[config.mk]
export PLATFORM = sky130hd
export DESIGN_NAME = noc_input_buffer
export DESIGN_NICKNAME = d
export VERILOG_FILES = /design/src/rtl/noc_input_buffer_pkg.sv /design/src/rtl/noc_input_buffer_flit_fifo_mem.sv /design/src/rtl/noc_input_buffer.sv
export SDC_FILE = /design/constraint.sdc
export NUM_CORES = 1
export LEC_CHECK = 0
export BUFFER_PORTS_ARGS = -buffer_cell sky130_fd_sc_hd__buf_2
export CAP_MARGIN = 20
export CORE_ASPECT_RATIO = 0.6
export CORE_MARGIN = 1.5
export CORE_UTILIZATION = 53
export DETAILED_ROUTE_END_ITERATION = 16
export PLACE_DENSITY = 0.77
export SKIP_CTS_REPAIR_TIMING = 1
export SYNTH_ARGS = -nofsm -noshare
export SYNTH_HDL_FRONTEND = slang
export SYNTH_SLANG_ARGS = --single-unit
[constraint.sdc]
create_clock -name clk -period 3.15 [get_ports clk]
set_input_delay 0.945 -clock clk [delete_from_list [all_inputs] [get_ports clk]]
set_output_delay 0.945 -clock clk [all_outputs]
set_load 0.05 [all_outputs]
[src/rtl/noc_input_buffer_pkg.sv]
// noc_input_buffer_pkg: flit field layout and framing state shared by the input buffer
package noc_input_buffer_pkg;
  localparam logic [2:0] HEADER = 3'b001;
  localparam logic [2:0] BODY   = 3'b010;
  localparam logic [2:0] TAIL   = 3'b100;
  localparam int FLIT_ID_MSB = 31;
  localparam int DST_MSB     = 28;
  localparam int DST_LSB     = 25;
  typedef enum logic {IDLE, PKT} frame_state_e;
endpackage

[src/rtl/noc_input_buffer_flit_fifo_mem.sv]
// flit_fifo_mem: DEPTH x DATA_WIDTH register array, one write port, asynchronous read port
module flit_fifo_mem #(
  parameter int DATA_WIDTH = 32,
  parameter int DEPTH      = 4,
  localparam int PTR_W     = $clog2(DEPTH)
) (
  input  logic                  clk,
  input  logic                  we_i,
  input  logic [PTR_W-1:0]      waddr_i,
  input  logic [DATA_WIDTH-1:0] wdata_i,
  input  logic [PTR_W-1:0]      raddr_i,
  output logic [DATA_WIDTH-1:0] rdata_o
);
  logic [DATA_WIDTH-1:0] mem_q [DEPTH];
  always_ff @(posedge clk)
    if (we_i) mem_q[waddr_i] <= wdata_i;
  assign rdata_o = mem_q[raddr_i];
endmodule

[src/rtl/noc_input_buffer.sv]
// noc_input_buffer: per-port flit FIFO with credit return and packet framing check for LBDR
module noc_input_buffer
  import noc_input_buffer_pkg::*;
#(
  parameter int DATA_WIDTH = 32,
  parameter int DEPTH      = 4,
  localparam int PTR_W     = $clog2(DEPTH)
) (
  input  logic                  clk,
  input  logic                  rst,
  input  logic                  rx_valid,
  input  logic [DATA_WIDTH-1:0] rx_flit,
  input  logic                  rd_en,
  output logic                  credit_out,
  output logic                  empty,
  output logic                  full,
  output logic [PTR_W:0]        occupancy,
  output logic [DATA_WIDTH-1:0] head_flit,
  output logic [2:0]            flit_id,
  output logic [3:0]            dst_addr,
  output logic                  proto_err,
  output logic                  ovf_err
);
  logic [PTR_W-1:0] wr_ptr_q, rd_ptr_q;
  logic [PTR_W:0]   occ_q;
  logic             credit_q, proto_q, proto_d, ovf_q;
  logic [3:0]       dst_q, dst_d;
  frame_state_e     state_q, state_d;
  logic             pop, push;
  assign empty = occ_q == '0;
  assign full  = occ_q == (PTR_W+1)'(DEPTH);
  assign pop   = rd_en & ~empty;
  // a pop frees a slot in the same edge, so a write into a full FIFO is still accepted
  assign push  = rx_valid & (~full | pop);
  flit_fifo_mem #(.DATA_WIDTH(DATA_WIDTH), .DEPTH(DEPTH)) u_mem (
    .clk     (clk),
    .we_i    (push),
    .waddr_i (wr_ptr_q),
    .wdata_i (rx_flit),
    .raddr_i (rd_ptr_q),
    .rdata_o (head_flit)
  );
  assign flit_id    = head_flit[FLIT_ID_MSB -: 3];
  assign dst_addr   = flit_id == HEADER ? head_flit[DST_MSB:DST_LSB] : dst_q;
  assign occupancy  = occ_q;
  assign credit_out = credit_q;
  assign proto_err  = proto_q;
  assign ovf_err    = ovf_q;
  always_comb begin
    state_d = state_q;
    dst_d   = dst_q;
    proto_d = proto_q;
    if (pop && flit_id == HEADER) begin
      state_d = PKT;
      dst_d   = head_flit[DST_MSB:DST_LSB];
      proto_d = proto_q | (state_q == PKT);
    end else if (pop && state_q == PKT && flit_id == TAIL) begin
      state_d = IDLE;
    end else if (pop && !(state_q == PKT && flit_id == BODY)) begin
      proto_d = 1'b1;
    end
  end
  always_ff @(posedge clk or negedge rst) begin
    if (!rst) begin
      wr_ptr_q <= '0;
      rd_ptr_q <= '0;
      occ_q    <= '0;
      credit_q <= 1'b0;
      proto_q  <= 1'b0;
      ovf_q    <= 1'b0;
      dst_q    <= '0;
      state_q  <= IDLE;
    end else begin
      if (push) wr_ptr_q <= wr_ptr_q + PTR_W'(1);
      if (pop) rd_ptr_q <= rd_ptr_q + PTR_W'(1);
      occ_q    <= occ_q + (PTR_W+1)'(push) - (PTR_W+1)'(pop);
      credit_q <= pop;
      proto_q  <= proto_d;
      ovf_q    <= ovf_q | (rx_valid & full & ~pop);
      dst_q    <= dst_d;
      state_q  <= state_d;
    end
  end
endmodule
### Yosys cells after proc, flatten, opt, wreduce, memory -nomap -nowiden

Memory sizes are Yosys's and may differ from the RTL's.
Cells that the tools add are included.
W data, S select, Z words.

* bits in registers: 15
* RAM bits: 128
* bits of input ports: 36
* output and inout port bits: 47
* logic and storage cells: 46
* memories: 1

Memory list
* u_mem.mem_q: words 4, width 32, read ports 1, clocked after memory_dff 0, write ports 1, RTL line noc_input_buffer_flit_fifo_mem.sv:14 `logic [DATA_WIDTH-1:0] mem_q [DEPTH];`

* $add $sub $neg: 4
* equal/unequal tests: 5
* multiplexer cells: 8
* bitwise logic cells: 10
* reductions and logical operators: 10

Operator list (number)
* $mux W1: 7
* $eq A3 B3 Y1 const B: 2
* $logic_and A1 B1 Y1: 5
* $add A2 B1 Y2 const B: 2
* $and A1 B1 Y1: 4
* $mux W4: 1
* $reduce_bool A2 Y1: 2
* $add A3 B1 Y3: 1
* $eq A3 B1 Y1 const B: 1
* $eq A3 B2 Y1 const B: 1
* $logic_not A3 Y1: 1
* $not A1 Y1: 3
* $or A1 B1 Y1: 3
* $sub A3 B1 Y3: 1
* $ne A2 B2 Y1 const B: 1
* $reduce_and A2 Y1: 1
* $logic_not A1 Y1: 1

### Depth between registers and ports, before layout

Gate-level depths: netlist (run 1).
An unclocked memory read counts as a cell.

* depth in word-level cells: 8
* gate-level depth with buffers: 7
* gate-level depth less buffers: 7

### Cells and area by module

From an unflattened synthesis (run 1), not the netlist that was laid out.

* cell total of the unflattened synthesis: 231
* area total of the unflattened synthesis: 5467.7 um2

By module, submodules not included
* flit_fifo_mem: instances 1, cells each 171, area each 4689.5 um2, seq. area each 3843.7 um2
* noc_input_buffer: instances 1, cells each 60, area each 778.2 um2, seq. area each 375.4 um2

### Least setup slack after synthesis (run 1)

No wires, ideal clock.

* kind: reg2reg
* start point: reg occ_q[2], in the netlist occupancy[2]
* end point: reg occ_q[2], in the netlist occupancy[2]
* setup time: 143 ps
* arrival time: 3603 ps
* data required time: 3007 ps
* path slack: -596 ps
* stages on the path, launching flop included: 8
* path buffers: 0
* clock period less this slack: 3746 ps
* cell sequence: dfrtp_1 -> nor3b_1 -> a21oi_1 -> mux2_2 -> ha_1 -> fa_1 -> xor2_1 -> xnor2_1

* elaborated cells on any way between the ends: 9
* those cells by class: 2 x add/sub; 1 x eq/ne; 5 x bitwise; 1 x reduce/logical

RTL lines
* from (decl): RTL line noc_input_buffer.sv:25 `logic [PTR_W:0] occ_q;`
* from (signal assigned): RTL line noc_input_buffer.sv:76 `occ_q <= occ_q + (PTR_W+1)'(push) - (PTR_W+1)'(pop);`
* $eq A3 B3 Y1: RTL line noc_input_buffer.sv:31 `assign full = occ_q == (PTR_W+1)'(DEPTH);`
* via full: RTL line noc_input_buffer.sv:16 `output logic full,`
* $not A1 Y1: RTL line noc_input_buffer.sv:34 `assign push = rx_valid & (~full | pop);`
* $or A1 B1 Y1: RTL line noc_input_buffer.sv:34
* $and A1 B1 Y1: RTL line noc_input_buffer.sv:34
* $add A3 B1 Y3: RTL line noc_input_buffer.sv:76
* $sub A3 B1 Y3: RTL line noc_input_buffer.sv:76

The timed path passes the listed nets, and every way through them passes these cells.
A chain may end at the register's enable or synchronous reset.

### Worst setup path in the final report (run 1)

* start point: reg rd_ptr_q[0]
* end point: out dst_addr[1]

* word-level cells in the longest chain between the ends: 3

Ends and longest elaborated chain
* from (decl): RTL line noc_input_buffer.sv:24 `logic [PTR_W-1:0] wr_ptr_q, rd_ptr_q;`
* from (signal assigned): RTL line noc_input_buffer.sv:75 `if (pop) rd_ptr_q <= rd_ptr_q + PTR_W'(1);`
* $mem_v2 Z4 W32 *
* $eq A3 B1 Y1: RTL line noc_input_buffer.sv:44 `assign dst_addr = flit_id == HEADER ? head_flit[DST_MSB:DST_LSB] : dst_q;`
* $mux W4 *: RTL line noc_input_buffer.sv:44
* to (decl): RTL line noc_input_buffer.sv:20 `output logic [3:0] dst_addr,`

Mark *: on every way between the ends. The rest lies on a longest branch, timed or not.

==> results of run 1 <==
==> placed cells by master (no fill, tap or decap), types with 2 or more instances in the layout <==
cell type / netlist / layout
edfxtp_1: 128 / 128
buf_2: 6 / 78
mux4_2: 29 / 29
clkbuf_16: 0 / 17
buf_4: 3 / 16
dfrtp_1: 15 / 14
mux2_4: 4 / 8
inv_1: 5 / 5
ha_1: 5 / 5
clkinv_2: 0 / 5
buf_6: 1 / 5
and2_2: 0 / 4
clkinv_1: 0 / 4
mux4_1: 3 / 3
xor2_1: 3 / 3
xnor2_1: 3 / 3
nand2_1: 2 / 2
nor2_1: 2 / 2
clkbuf_1: 2 / 2
bufinv_16: 0 / 2
==> cells by family (layout without fill, tap and decap cells) <==
| kind of cell | count (synthesis) | count (layout) | synth area share (%) |
|---|---|---|---|
| DFF | 143 | 143 | 77.2 |
| muxes | 42 | 42 | 15.7 |
| buffers and inverters | 17 | 135 | 1.65 |
| and+or+nand+nor | 16 | 16 | 2.22 |
| adders and majority gates | 6 | 6 | 1.51 |
| xor gates and xnor gates | 6 | 6 | 0.962 |
| AOI/OAI and AO/OA | 5 | 5 | 0.710 |
==> per-layer routing <==
metal	wire length [µm]	global-route usage (%)
met3	595	5.31
met5	0	0
met1	4340	26.5
met2	4700	31.3
met4	119	8.06
==> stage by stage <==
step	cells	hold slack [ps]	setup WS, ps
after floorplan	235	475	47.8
after global placement	455	444	294
after detailed placement	455	450	251
after CTS	485	442	-191
after global routing	488	459	-145
final	488	441	-68.8
==> synthesized netlist by cell type (2+ instances only) <==
cell type | instances | area (µm²)
edfxtp_1 | 128 | 3840
mux4_2 | 29 | 653
dfrtp_1 | 15 | 375
buf_2 | 6 | 30.0
and2_1 | 5 | 31.3
ha_1 | 5 | 62.6
inv_1 | 5 | 18.8
mux2_1 | 5 | 56.3
mux2_4 | 4 | 60.1
buf_4 | 3 | 22.5
mux4_1 | 3 | 78.8
xnor2_1 | 3 | 26.3
xor2_1 | 3 | 26.3
clkbuf_1 | 2 | 7.51
nand2_1 | 2 | 7.51
nor2_1 | 2 | 7.51
nor3b_1 | 2 | 15.0
==> sequential cells by signal (all words and copies together) (netlist names) <==
name and cells:
u_mem.mem_q 128, dst_q 4, occupancy 3, rd_ptr_q 2
wr_ptr_q 2, credit_out 1, ovf_err 1, proto_err 1
state_q 1
==> area by class of cell <==
cell class	count	share of cell area (%)
clock buffer	19	6.45
clock inverter	11	1.49
inverter	5	0.280
multi-input combinational	75	17.6
sequential	143	62.9
tap	135	2.52
timing repair buffer	100	8.75
==> final timing paths <==
check	cells after the start	to	slack (ps)
worst min register to register	1	ovf_err$_DFF_PN0_	460
max in group asynchronous	1	rd_ptr_q[0]$_DFFE_PN0N_	2420
worst min-delay path	1	occupancy[2]$_DFF_PN0_	440
worst max register to register	7	occupancy[2]$_DFF_PN0_	870
min in group clk	1	ovf_err$_DFF_PN0_	460
worst max-delay path	5	dst_addr[1]	-70
==> results_tabular.tex, run 1 <==
\begin{tabular}{lr}
\hline
Metric & Value \\
\hline
\multicolumn{2}{l}{\textbf{Clock tree}} \\
H-tree levels & 4 \\
Clock net sink count & 143 \\
Reg clk slew, reported paths & roughly 60 ps \\
Number of CTS-inserted buffers & 17 \\
Root buffer cell & clkbuf\_16 \\
Clock insertion delay at the later pin of the skew report & approximately 410 ps \\
Clock Tree Buf Depth & 2 \\
TritonCTS clock tree & done \\
\multicolumn{2}{l}{\textbf{STA}} \\
Final worst path period need & roughly 3200 ps \\
Worst setup margin & -68.8 ps \\
Final hold violation count & 0 \\
Setup skew after layout & 7.46 ps \\
Fin crit share & 102\% \\
Setup violators final & 4 \\
Setup Total Neg Slack & -274 ps \\
Unrepaired setup endpoints after global routing & yes \\
Slew at the pin closest to its max-slew limit & roughly 600 ps \\
Highest Clock Rate & 311 MHz \\
Worst slew margin relative to its limit & about 60\% \\
Slew Viols, Final & 0 \\
\multicolumn{2}{l}{\textbf{Worst setup path}} \\
Startpoint kind of the worst setup timing path & flop \\
Largest delay contributor family on the critical path & multiplexers \\
Most numerous cell on the critical path & buf\_6 \\
Endpoint arrival time on the critical path & 2270 ps \\
Endpoint required time on the critical path & 2200 ps \\
Largest incremental delay on the critical path & 580 ps \\
Series of cell instances along the critical path & mux4\_2, nor3b\_4, buf\_6, mux2\_4, buf\_6 \\
Buf/Inv on CP & 2 \\
Setup Crit Path Kind & reg -> out \\
RR Startpoint & occupancy[1]\$\_DFF\_PN0\_ \\
Crit path from & rd\_ptr\_q[0]\$\_DFFE\_PN0N\_ \\
Crit end category & output port \\
Critical-path maximum fanout & 6 \\
Slowest cell on the critical path & mux4\_2 \\
\multicolumn{2}{l}{\textbf{Die}} \\
Effective utilization at floorplan & 54.9\% \\
FP Rows & 28 \\
Core area & just under 10,000 µm² \\
Area enclosed by the die boundary & 10,900 µm² \\
Die Y-Extent & 81.7 µm \\
Count of pins on the block boundary & 83 \\
Width of the die & 134 µm \\
\multicolumn{2}{l}{\textbf{Final layout}} \\
Final-stage net count & 384 \\
Final cell utilization of the core & roughly two thirds \\
Area growth, synth to finish & 22.8\% \\
Count of filler cells inserted in the layout & $\sim$650 \\
Area of combinational cells with multiple inputs & 1180 µm² \\
Fraction of final layout cells with drive strength greater than 1 & 48.2\% \\
Sequential cell area & 4220 µm² \\
Post-Layout Inst Area & 6710 µm² \\
Inserted Diodes & 0 \\
\multicolumn{2}{l}{\textbf{Drt}} \\
Post-DR wirelength/cell & 20.0 µm \\
Sum of routed wire length over all layers & 9.75 mm \\
Post-route DRC & 0 \\
Routed vias/inst & 5.40 \\
First drt pass iteration count & 4 \\
Initial DRC Count & 131 \\
Via count & about 2,600 \\
Count of nets left with antenna violations after detail routing & 0 \\
\multicolumn{2}{l}{\textbf{Outcome}} \\
Status & finished with violations \\
Failing checks & negative setup slack \\
\multicolumn{2}{l}{\textbf{Synth}} \\
Synthesis-stage register bit count & about 140 \\
Register area share after synthesis & about 77\% \\
Predominant post-synthesis flop cell & edfxtp\_1 \\
Number of warnings reported in the yosys synthesis log & 0 \\
Synthesized Nets & between 200 and 300 \\
Synth Cell Area & 5460 µm² \\
Proportion of synthesized flip-flops having asynchronous set or reset & 10.5\% \\
Number of cells produced by synthesis & 235 \\
Synthesized area per cell & $\sim$23 µm² \\
Synth unique cells & 30 \\
Number of enable-type register cells in the synthesized netlist & between 100 and 150 \\
\multicolumn{2}{l}{\textbf{Global route}} \\
Total global routing track utilization & just under 20\% \\
Number of global-route vias before repair & roughly 2,700 \\
Pin count of the biggest net entering global routing & 22 \\
First-pass GRT wire length & 15.2 mm \\
Initial antenna violation count & 0 \\
Global route overflow & 0 \\
\multicolumn{2}{l}{\textbf{Placed design}} \\
Dpl cell area & about 6000 µm² \\
Routability cong. & between 0.7 and 0.8 \\
\# port buffers & between 80 and 90 \\
HPWL after detailed placement & 6.24 mm \\
\multicolumn{2}{l}{\textbf{Run}} \\
\# Max-Cap Violations & 0 \\
\multicolumn{2}{l}{\textbf{Min path}} \\
Worst min-delay path class & in -> async \\
\hline
\end{tabular}
Power of run 1 is not shown: default switching activity piles up to over one toggle a cycle in this logic, so the estimate is an artifact.
==> run 2, diff against run 1 <==
--- a/config.mk
+++ b/config.mk
@@ -6,8 +6,6 @@
 export NUM_CORES = 1
 export LEC_CHECK = 0
 export BUFFER_PORTS_ARGS = -buffer_cell sky130_fd_sc_hd__buf_2
-export CAP_MARGIN = 20
-export CORE_ASPECT_RATIO = 0.6
 export CORE_MARGIN = 1.5
 export CORE_UTILIZATION = 53
 export DETAILED_ROUTE_END_ITERATION = 16
==> run 2 against run 1 <==
Effect of this change: the flow still finishes with violations (negative setup slack); utilization grew 1.4 points; maximum frequency shrank 3.8%; worst hold slack lost 100 ps; non-clock buffer count shrank 4; wire length shrank 5.0%; via count is essentially flat; die area shrank 0.18%; clock skew shrank 1.5 ps; first-iteration DRC count grew 28%; setup slack lost 130 ps.
==> results_tabular.tex, run 2 (synthesis gave the netlist of run 1 again) <==
\begin{tabular}{lr}
\hline
Metric & Value \\
\hline
\multicolumn{2}{l}{\textbf{Outcome}} \\
Status & finished with violations \\
Failing checks & negative setup slack \\
\multicolumn{2}{l}{\textbf{STA}} \\
Unrepaired setup endpoints after global routing & yes \\
Highest Clock Rate & 299 MHz (-3.8\%) \\
Worst setup margin & -196 ps (-128 ps) \\
Worst slew margin relative to its limit & 62.2\% (+2.0 points) \\
Setup skew after layout & 5.99 ps (-1.46 ps) \\
Slew at the pin closest to its max-slew limit & 567 ps (-30.3 ps) \\
Final worst path period need & 3350 ps (+128 ps) \\
Fin crit share & 106\% (+4.1 points) \\
Slew Viols, Final & 0 (unchanged) \\
Setup violators final & 18 (+14) \\
Final hold violation count & 0 (unchanged) \\
\multicolumn{2}{l}{\textbf{Final layout}} \\
Inserted Diodes & 0 (unchanged) \\
Final-stage net count & 380 (-1.0\%) \\
Area growth, synth to finish & 24.3\% \\
Highest-count cells in the layout ignoring fill and taps & edfxtp\_1 (128), buf\_2 (78), mux4\_2 (29), clkbuf\_16 (16), dfrtp\_1 (13) \\
Most common cell after layout, fill and taps aside & edfxtp\_1 \\
Register with the highest flop count & u\_mem.mem\_q \\
Post-Layout Inst Area & 6790 µm² (+1.3\%) \\
Fraction of final layout cells with drive strength greater than 1 & 49.6\% (+1.4 points) \\
Flip-flop count of the largest register, all copies and words added & 128 (unchanged) \\
\multicolumn{2}{l}{\textbf{Drt}} \\
Routed vias/inst & 5.44 (+0.90\%) \\
Sum of routed wire length over all layers & 9.26 mm (-5.0\%) \\
Via count & 2,635 (+0.076\%) \\
Post-DR wirelength/cell & 19.1 µm (-4.2\%) \\
Post-route DRC & 0 (unchanged) \\
Count of nets left with antenna violations after detail routing & 0 (unchanged) \\
First drt pass iteration count & 4 (unchanged) \\
Initial DRC Count & 168 (+28\%) \\
\multicolumn{2}{l}{\textbf{Global route}} \\
Pin count of the biggest net entering global routing & 33 (+50\%) \\
First-pass GRT wire length & 14.5 mm (-4.4\%) \\
Initial antenna violation count & 0 (unchanged) \\
Number of global-route vias before repair & 2,741 (-0.11\%) \\
Total global routing track utilization & 18.5\% (-1.2 points) \\
Global route overflow & 0 (unchanged) \\
\multicolumn{2}{l}{\textbf{Die}} \\
Count of pins on the block boundary & 83 (unchanged) \\
Width of the die & 105 µm (-22\%) \\
FP Rows & 36 (+29\%) \\
Core area & 9860 µm² (-0.86\%) \\
Effective utilization at floorplan & 55.4\% (+0.47 points) \\
Area enclosed by the die boundary & 10,900 µm² (-0.18\%) \\
Die Y-Extent & 105 µm (+28\%) \\
\multicolumn{2}{l}{\textbf{Clock tree}} \\
Clock net sink count & 143 (unchanged) \\
Number of CTS-inserted buffers & 17 (unchanged) \\
Root buffer cell & clkbuf\_8 \\
Reg clk slew, reported paths & 60 ps (about the same) \\
H-tree levels & 4 (unchanged) \\
Clock Tree Buf Depth & 2 (unchanged) \\
Clock insertion delay at the later pin of the skew report & 520 ps (+110 ps) \\
TritonCTS clock tree & done \\
\multicolumn{2}{l}{\textbf{Run}} \\
\# Max-Cap Violations & 0 (unchanged) \\
\multicolumn{2}{l}{\textbf{Placed design}} \\
Dpl cell area & 6090 µm² (-0.27\%) \\
Routability cong. & 0.686 (-5.4\%) \\
HPWL after detailed placement & 5.45 mm (-13\%) \\
\# port buffers & 82 (unchanged) \\
\multicolumn{2}{l}{\textbf{Worst setup path}} \\
Largest incremental delay on the critical path & 600 ps (+20 ps) \\
Reg2reg setup slack & 910 ps (+40 ps) \\
Crit path depth & 5 (unchanged) \\
Critical-path maximum fanout & 6 (unchanged) \\
Crit end category & output port \\
Series of cell instances along the critical path & mux4\_2, nor3b\_4, buf\_6, mux2\_4, buf\_8 \\
RR Startpoint & occupancy[1]\$\_DFF\_PN0\_ \\
Slowest cell on the critical path & mux4\_2 \\
Endpoint required time on the critical path & 2200 ps (about the same) \\
Reg2Reg Depth & 7 (unchanged) \\
Buf/Inv on CP & 2 (unchanged) \\
Endpoint arrival time on the critical path & 2400 ps (+130 ps) \\
Largest delay contributor family on the critical path & multiplexers \\
Setup Crit Path Kind & reg -> out \\
Startpoint kind of the worst setup timing path & flop \\
Capturing point of the worst reg2reg path & occupancy[2]\$\_DFF\_PN0\_ \\
Crit path from & rd\_ptr\_q[0]\$\_DFFE\_PN0N\_ \\
Worst Setup EP & dst\_addr[3] \\
\multicolumn{2}{l}{\textbf{Min path}} \\
Worst min-delay path class & in -> async \\
\hline
\end{tabular}
-- run 2: worst min-delay path by stage --
stage | from | endpoint | slack, ps | cells past startpoint
after floorplan | dst_q[0]$_DFFE_PN0P_ | dst_q[0]$_DFFE_PN0P_ | 470 | 1
after global placement | ovf_err$_DFF_PN0_ | ovf_err$_DFF_PN0_ | 450 | 1
after detailed placement | ovf_err$_DFF_PN0_ | ovf_err$_DFF_PN0_ | 450 | 1
after CTS | rst | wr_ptr_q[0]$_DFFE_PN0P_ | 320 | 1
after global routing | rst | rd_ptr_q[0]$_DFFE_PN0N_ | 340 | 1
final | rst | wr_ptr_q[0]$_DFFE_PN0P_ | 340 | 1
-- run 2: stage by stage --
stage                     hold WS [ps]  cells  TNS [ps]  util, %  setup slack [ps]
after floorplan                    475    235         0        -              47.8
final                              337    484     -1050     68.9              -196
after CTS                          324    478     -7020     67.8              -338
after global routing               342    484     -3610     68.9              -274
after detailed placement           452    446         0     61.8               227
after global placement             447    446         0     61.8               249
-- run 2: layer usage --
layer  wire (µm)  share of wire [%]  GRT usage, %
met5           0                  0             0
met4         175                1.9          8.63
met3         401                4.3          5.30
met2        4520                 49          28.2
met1        4160                 45          24.7
-- run 2: final cells by class --
| type | instances | area (µm²) |
|---|---|---|
| clock buffer | 18 | 418 |
| clock inverter | 14 | 174 |
| fill | 625 | 3070 |
| inverter | 5 | 18.8 |
| multi-input combinational | 75 | 1180 |
| sequential | 143 | 4220 |
| tap | 133 | 166 |
| timing repair buffer | 96 | 614 |
Power of run 2 is left out for the same reason.
